`src/rtl/jt12_wrdec.sv`:
```
// jt12_wrdec: CPU write decoder for the FM core.
// Turns address/data bus writes into per-field update strobes plus held
// channel/operator/data, keeps the global and ch3 special-mode registers,
// and runs the strobe/busy handshake with the channel/operator register stage.
module jt12_wrdec (
   input  logic        clk,
   input  logic        rst,
   input  logic        clk_en,
   input  logic        write,
   input  logic [1:0]  addr,
   input  logic [7:0]  din,
   input  logic        busy,
   output logic        busy_o,
   output logic [7:0]  dout,
   output logic [2:0]  ch,
   output logic [1:0]  op,
   output logic        up_keyon,
   output logic        up_alg,
   output logic        up_block,
   output logic        up_fnumlo,
   output logic        up_pms,
   output logic        up_dt1,
   output logic        up_tl,
   output logic        up_ks_ar,
   output logic        up_amen_d1r,
   output logic        up_d2r,
   output logic        up_d1l,
   output logic        up_ssgeg,
   output logic        lfo_en,
   output logic [2:0]  lfo_freq,
   output logic [9:0]  value_A,
   output logic [7:0]  value_B,
   output logic        load_A,
   output logic        load_B,
   output logic        en_irq_A,
   output logic        en_irq_B,
   output logic        clr_flag_A,
   output logic        clr_flag_B,
   output logic        effect,
   output logic        csm,
   output logic [10:0] fnum_ch3op1,
   output logic [10:0] fnum_ch3op2,
   output logic [10:0] fnum_ch3op3,
   output logic [2:0]  block_ch3op1,
   output logic [2:0]  block_ch3op2,
   output logic [2:0]  block_ch3op3,
   output logic        dacen,
   output logic [7:0]  pcm
);

   typedef enum logic [1:0] {
      ST_IDLE = 2'd0,
      ST_ARM  = 2'd1,
      ST_HOLD = 2'd2,
      ST_REL  = 2'd3
   } state_t;

   // one-hot strobe vector bit positions
   localparam int B_KEYON  = 11;
   localparam int B_ALG    = 10;
   localparam int B_BLOCK  = 9;
   localparam int B_FNUMLO = 8;
   localparam int B_PMS    = 7;
   localparam int B_DT1    = 6;
   localparam int B_TL     = 5;
   localparam int B_KS_AR  = 4;
   localparam int B_AMEN   = 3;
   localparam int B_D2R    = 2;
   localparam int B_D1L    = 1;
   localparam int B_SSGEG  = 0;

   state_t      state_r;
   logic [7:0]  sel_r;
   logic        part_r;
   logic [5:0]  hi_op1_r;
   logic [5:0]  hi_op2_r;
   logic [5:0]  hi_op3_r;
   logic [11:0] up_r;
   logic [11:0] hs_sel_s;
   logic        data_wr_s;
   logic        glb_wr_s;

   // data writes are only honoured while the CPU sees the chip as not busy
   assign data_wr_s = write & addr[0] & ~busy_o;
   assign glb_wr_s  = data_wr_s & ~part_r & (sel_r[7:4] == 4'h2);

   assign up_keyon    = up_r[B_KEYON];
   assign up_alg      = up_r[B_ALG];
   assign up_block    = up_r[B_BLOCK];
   assign up_fnumlo   = up_r[B_FNUMLO];
   assign up_pms      = up_r[B_PMS];
   assign up_dt1      = up_r[B_DT1];
   assign up_tl       = up_r[B_TL];
   assign up_ks_ar    = up_r[B_KS_AR];
   assign up_amen_d1r = up_r[B_AMEN];
   assign up_d2r      = up_r[B_D2R];
   assign up_d1l      = up_r[B_D1L];
   assign up_ssgeg    = up_r[B_SSGEG];

   // Decode the latched address into the strobe that a data write would raise
   always_comb begin
      hs_sel_s = 12'd0;
      if (!part_r && (sel_r == 8'h28)) begin
         hs_sel_s[B_KEYON] = 1'b1;
      end else if ((sel_r < 8'h30) || (sel_r[1:0] == 2'd3)) begin
         hs_sel_s = 12'd0;
      end else begin
         case (sel_r[7:4])
            4'h3: hs_sel_s[B_DT1]   = 1'b1;
            4'h4: hs_sel_s[B_TL]    = 1'b1;
            4'h5: hs_sel_s[B_KS_AR] = 1'b1;
            4'h6: hs_sel_s[B_AMEN]  = 1'b1;
            4'h7: hs_sel_s[B_D2R]   = 1'b1;
            4'h8: hs_sel_s[B_D1L]   = 1'b1;
            4'h9: hs_sel_s[B_SSGEG] = 1'b1;
            4'hA: begin
               case (sel_r[3:2])
                  2'd0:    hs_sel_s[B_FNUMLO] = 1'b1;
                  2'd1:    hs_sel_s[B_BLOCK]  = 1'b1;
                  default: hs_sel_s = 12'd0;   // A8-AF are ch3 registers
               endcase
            end
            4'hB: begin
               case (sel_r[3:2])
                  2'd0:    hs_sel_s[B_ALG] = 1'b1;
                  2'd1:    hs_sel_s[B_PMS] = 1'b1;
                  default: hs_sel_s = 12'd0;
               endcase
            end
            default: hs_sel_s = 12'd0;
         endcase
      end
   end

   // Address latch: always accepted, even while a handshake is running
   always_ff @(posedge clk or posedge rst) begin
      if (rst) begin
         sel_r  <= 8'd0;
         part_r <= 1'b0;
      end else if (write && !addr[0]) begin
         sel_r  <= din;
         part_r <= addr[1];
      end
   end

   // Global LFO/timer/DAC registers, applied directly without a handshake
   always_ff @(posedge clk or posedge rst) begin
      if (rst) begin
         lfo_en     <= 1'b0;
         lfo_freq   <= 3'd0;
         value_A    <= 10'd0;
         value_B    <= 8'd0;
         load_A     <= 1'b0;
         load_B     <= 1'b0;
         en_irq_A   <= 1'b0;
         en_irq_B   <= 1'b0;
         clr_flag_A <= 1'b0;
         clr_flag_B <= 1'b0;
         effect     <= 1'b0;
         csm        <= 1'b0;
         pcm        <= 8'd0;
         dacen      <= 1'b0;
      end else begin
         clr_flag_A <= 1'b0;
         clr_flag_B <= 1'b0;
         if (glb_wr_s) begin
            case (sel_r[3:0])
               4'h2: begin
                  lfo_en   <= din[3];
                  lfo_freq <= din[2:0];
               end
               4'h4: value_A[9:2] <= din;
               4'h5: value_A[1:0] <= din[1:0];
               4'h6: value_B <= din;
               4'h7: begin
                  load_A     <= din[0];
                  load_B     <= din[1];
                  en_irq_A   <= din[2];
                  en_irq_B   <= din[3];
                  clr_flag_A <= din[4];
                  clr_flag_B <= din[5];
                  effect     <= |din[7:6];
                  csm        <= (din[7:6] == 2'b10);
               end
               4'hA: pcm   <= din;
               4'hB: dacen <= din[7];
               default: ;
            endcase
         end
      end
   end

   // Ch3 special-mode frequencies: high byte latched first, low byte loads both
   always_ff @(posedge clk or posedge rst) begin
      if (rst) begin
         hi_op1_r     <= 6'd0;
         hi_op2_r     <= 6'd0;
         hi_op3_r     <= 6'd0;
         fnum_ch3op1  <= 11'd0;
         fnum_ch3op2  <= 11'd0;
         fnum_ch3op3  <= 11'd0;
         block_ch3op1 <= 3'd0;
         block_ch3op2 <= 3'd0;
         block_ch3op3 <= 3'd0;
      end else if (data_wr_s) begin
         case (sel_r)
            8'hAC: hi_op3_r <= din[5:0];
            8'hAD: hi_op1_r <= din[5:0];
            8'hAE: hi_op2_r <= din[5:0];
            8'hA8: {block_ch3op3, fnum_ch3op3} <= {hi_op3_r, din};
            8'hA9: {block_ch3op1, fnum_ch3op1} <= {hi_op1_r, din};
            8'hAA: {block_ch3op2, fnum_ch3op2} <= {hi_op2_r, din};
            default: ;
         endcase
      end
   end

   // Handshake FSM: strobe out, wait for busy rise then fall, keep the strobe
   // low across one clk_en so the register stage sees the next write as new
   always_ff @(posedge clk or posedge rst) begin
      if (rst) begin
         state_r <= ST_IDLE;
         busy_o  <= 1'b0;
         up_r    <= 12'd0;
         dout    <= 8'd0;
         ch      <= 3'd0;
         op      <= 2'd0;
      end else begin
         case (state_r)
            ST_IDLE: begin
               if (data_wr_s && (hs_sel_s != 12'd0)) begin
                  dout    <= din;
                  ch      <= {part_r, sel_r[1:0]};
                  op      <= sel_r[3:2];
                  up_r    <= hs_sel_s;
                  busy_o  <= 1'b1;
                  state_r <= ST_ARM;
               end
            end
            ST_ARM: begin
               if (busy) begin
                  state_r <= ST_HOLD;
               end
            end
            ST_HOLD: begin
               if (!busy) begin
                  up_r    <= 12'd0;
                  state_r <= ST_REL;
               end
            end
            ST_REL: begin
               if (clk_en) begin
                  busy_o  <= 1'b0;
                  state_r <= ST_IDLE;
               end
            end
            default: begin
               up_r    <= 12'd0;
               busy_o  <= 1'b0;
               state_r <= ST_IDLE;
            end
         endcase
      end
   end

endmodule
```
`config.mk`:
```
export PLATFORM = sky130hd
export DESIGN_NAME = jt12_wrdec
export DESIGN_NICKNAME = d
export VERILOG_FILES = /design/src/rtl/jt12_wrdec.sv
export SDC_FILE = /design/constraint.sdc
export NUM_CORES = 1
export LEC_CHECK = 0
export ABC_AREA = 1
export BUFFER_PORTS_ARGS = -buffer_cell sky130_fd_sc_hd__buf_2
export CORE_MARGIN = 10
export CORE_UTILIZATION = 45
export CTS_BUF_LIST = sky130_fd_sc_hd__clkbuf_16
export DETAILED_ROUTE_END_ITERATION = 12
export HOLD_SLACK_MARGIN = 0.12
export PLACE_DENSITY = 0.71
export SLEW_MARGIN = 20
export SYNTH_ARGS = -nofsm -noshare
export SYNTH_HDL_FRONTEND = slang
export SYNTH_SLANG_ARGS = --single-unit
```
`constraint.sdc`:
```
create_clock -name clk -period 5.3 [get_ports clk]
set_input_delay 1.59 -clock clk [delete_from_list [all_inputs] [get_ports clk]]
set_output_delay 1.59 -clock clk [all_outputs]
set_load 0.02 [all_outputs]
```
==> impl_metrics.toml <==
[clock_network]
post_cts_buffers = 0
cts_resized = 0
clockRootBuffer = "clkbuf_16"
numCtsBuffers = 17
clock-sinks = 136
cts_buffer_depth = 2
htree_levels = 4
holdBufCountCts = 0
clk_pin_slew_ps = 60
clk_latency_ps = 410
cts_tree = "yes"

[sta]
rsz0062_at_grt = "no"
max_freq_ghz = 0.328
final_hold_viol_count = 0
tns_ps = 0
slew_headroom = 0.403
post-route-period-util = 0.576
drv_slew = 0
fin_skew_ps = 6.78
setup_viol = 0
layout_min_cycle_time_ps = 3050
hold_slack_ps = 478
worst_slew_pin_slew_ps = 895

[power_and_ir_drop]
switchingPower_uw = 546
internal_power_uw = 1860
swShare = 0.227
comb_power_share = 0.048
clkPwrFrac = 0.512
ir_worst_vdd_mv = 0.192
seq_power_share = 0.440
power_density_nw_per_um2 = 352
leakagePower_uw = 0.00354

[logic_synthesis]
syn_inst = 550
ys_warn_count = 0
synth.cell_area_um2 = 5530
ys_seq_area_frac = 0.615
synth-seq-cells = 136
syn_nets = 570
synth_cell_types = 31
avgSynthCellArea_um2 = 10.1

[die]
die_w_um = 131
die_h_um = 131
row_count = 40
initial_core_util = 0.461
dieArea_um2 = 17100
coreArea_um2 = 12000
ios = 122

[route]
routedWlPerCell_um = 17.2
vias = 4246
met1_length_mm = 6.29
dr_wl_met3_um = 918
drc = 0
routed_wl_mm = 14.2
routed.top_layer = "met4"
ant_nets = 0
first_iter_violations = 322
drt_pass1_iterations = 5
dr_wl_met2_mm = 6.91
vias_per_cell = 5.15

[global_routing]
grt_start_max_net_pins = 74
antenna_found_initial = 0
grt_pass1_wl_mm = 22.9
grt_pass1_vias = 4319
overflow = 0
grt_usage = 0.172

[cells_and_area]
layout_commonest_cell = "nand2_1"
post-route-util = 0.569
instances_no_fill = 825
nets = 685
drive_gt1_frac = 0.301
diodes = 0
area_growth_syn_to_layout_pct = 23.6
mostFrequentLayoutCells = "142 x nand2_1, 136 x dfrtp_1, 121 x buf_2, 85 x o21ai_0, 24 x inv_1"

[job]
drv_cap = 0

[hold_path]
worst_hold_path_type = "flop to flop"
worstHoldPathCells = 2

[placement]
detailed_place_hpwl_mm = 9.96
port_buffers = 121
post-place-cells = 793
place_congestion = 0.875

[worst_setup_path]
critPathLaunchType = "input port"
crit_fanout = 22
r2r_cells = 6
critPathKind = "input port to flop"
cp_data_arrival_time_ps = 3340
required_ps = 5590
crit_path_end_kind = "flop"

[outcome]
status = "finished clean"
final timing paths:
path	startpoint	to	slack, ps
max	write	fnum_ch3op2[8]	2250
min	up_r[1]	up_r[1]	480
max reg2reg	sel_r[5]	block_ch3op2[1]	2990
min reg2reg	up_r[1]	up_r[1]	480
max in group asynchronous	rst	fnum_ch3op3[0]	3090
min in group asynchronous	rst	up_r[4]	1380
cell usage after synthesis, drive strengths merged:
cell type  instances  share of area
o31ai              1         0.0014
nand4              8         0.0090
clkbuf            18          0.012
o21ai            110           0.11
buf                8          0.011
or2                1         0.0011
dfrtp            136           0.62
nor2              27          0.023
o21a               1         0.0014
ha                 5          0.011
nand3             21          0.024
clkinv             2         0.0014
mux2              18          0.037
nor3               5         0.0054
nand2            154           0.11
a21oi              7         0.0070
inv               28          0.019
cells by family (layout without fill, tap and decap cells):
group | Yosys count | after routing | synth area share
and+or+nand+nor | 216 | 216 | 0.176
DFF | 136 | 136 | 0.615
AOI/OAI and AO/OA | 119 | 119 | 0.117
muxes | 18 | 18 | 0.0366
buffers and inverters | 56 | 184 | 0.0439
adders and majority gates | 5 | 5 | 0.0113
registers in the layout, indices dropped and copies added, names as in the netlist, 6 cells and up:
signal       count
value_B          8
fnum_ch3op3     11
pcm              8
up_r            12
hi_op3_r         6
sel_r            8
hi_op2_r         6
fnum_ch3op1     11
value_A         10
fnum_ch3op2     11
dout             8
hi_op1_r         6
worst max-delay path, stage by stage:
cell and delay, ps:
buf_2 110, nand3_1 140, clkinv_1 350, nand3_1 730, mux2_2 410
layer usage:
layer  track usage  up-vias
met5             0        -
met4        0.0425        0
met3        0.0580        9
met2         0.281      125
met1         0.216     2073
li1              -     2039
layout make-up:
class	count	area, um^2
clock buffer	17	425
inverter	30	115
fill	1049	5170
timing repair buffer	122	626
tap	147	184
clock inverter	15	200
multi-input combinational	358	1890
sequential	136	3400
power by group through the flow:
stage	clock, uW	combinational [uW]	sequential [uW]
global placement	0	113	1080
finish	1230	115	1060
global route	1290	132	1060
CTS	1250	117	1060
detailed placement	0	116	1080
floorplan	0	83.5	1080
stage by stage:
step                      total power (uW)  instance area [um^2]  setup slack, ps
after global placement                1190                  6210             1910
final                                 2410                  6840             2250
after detailed placement              1190                  6210             1820
after floorplan                       1160                  5530             70.5
after global routing                  2490                  6840             2090
after CTS                             2420                  6840             2250
(Power assumes the default switching activity.)
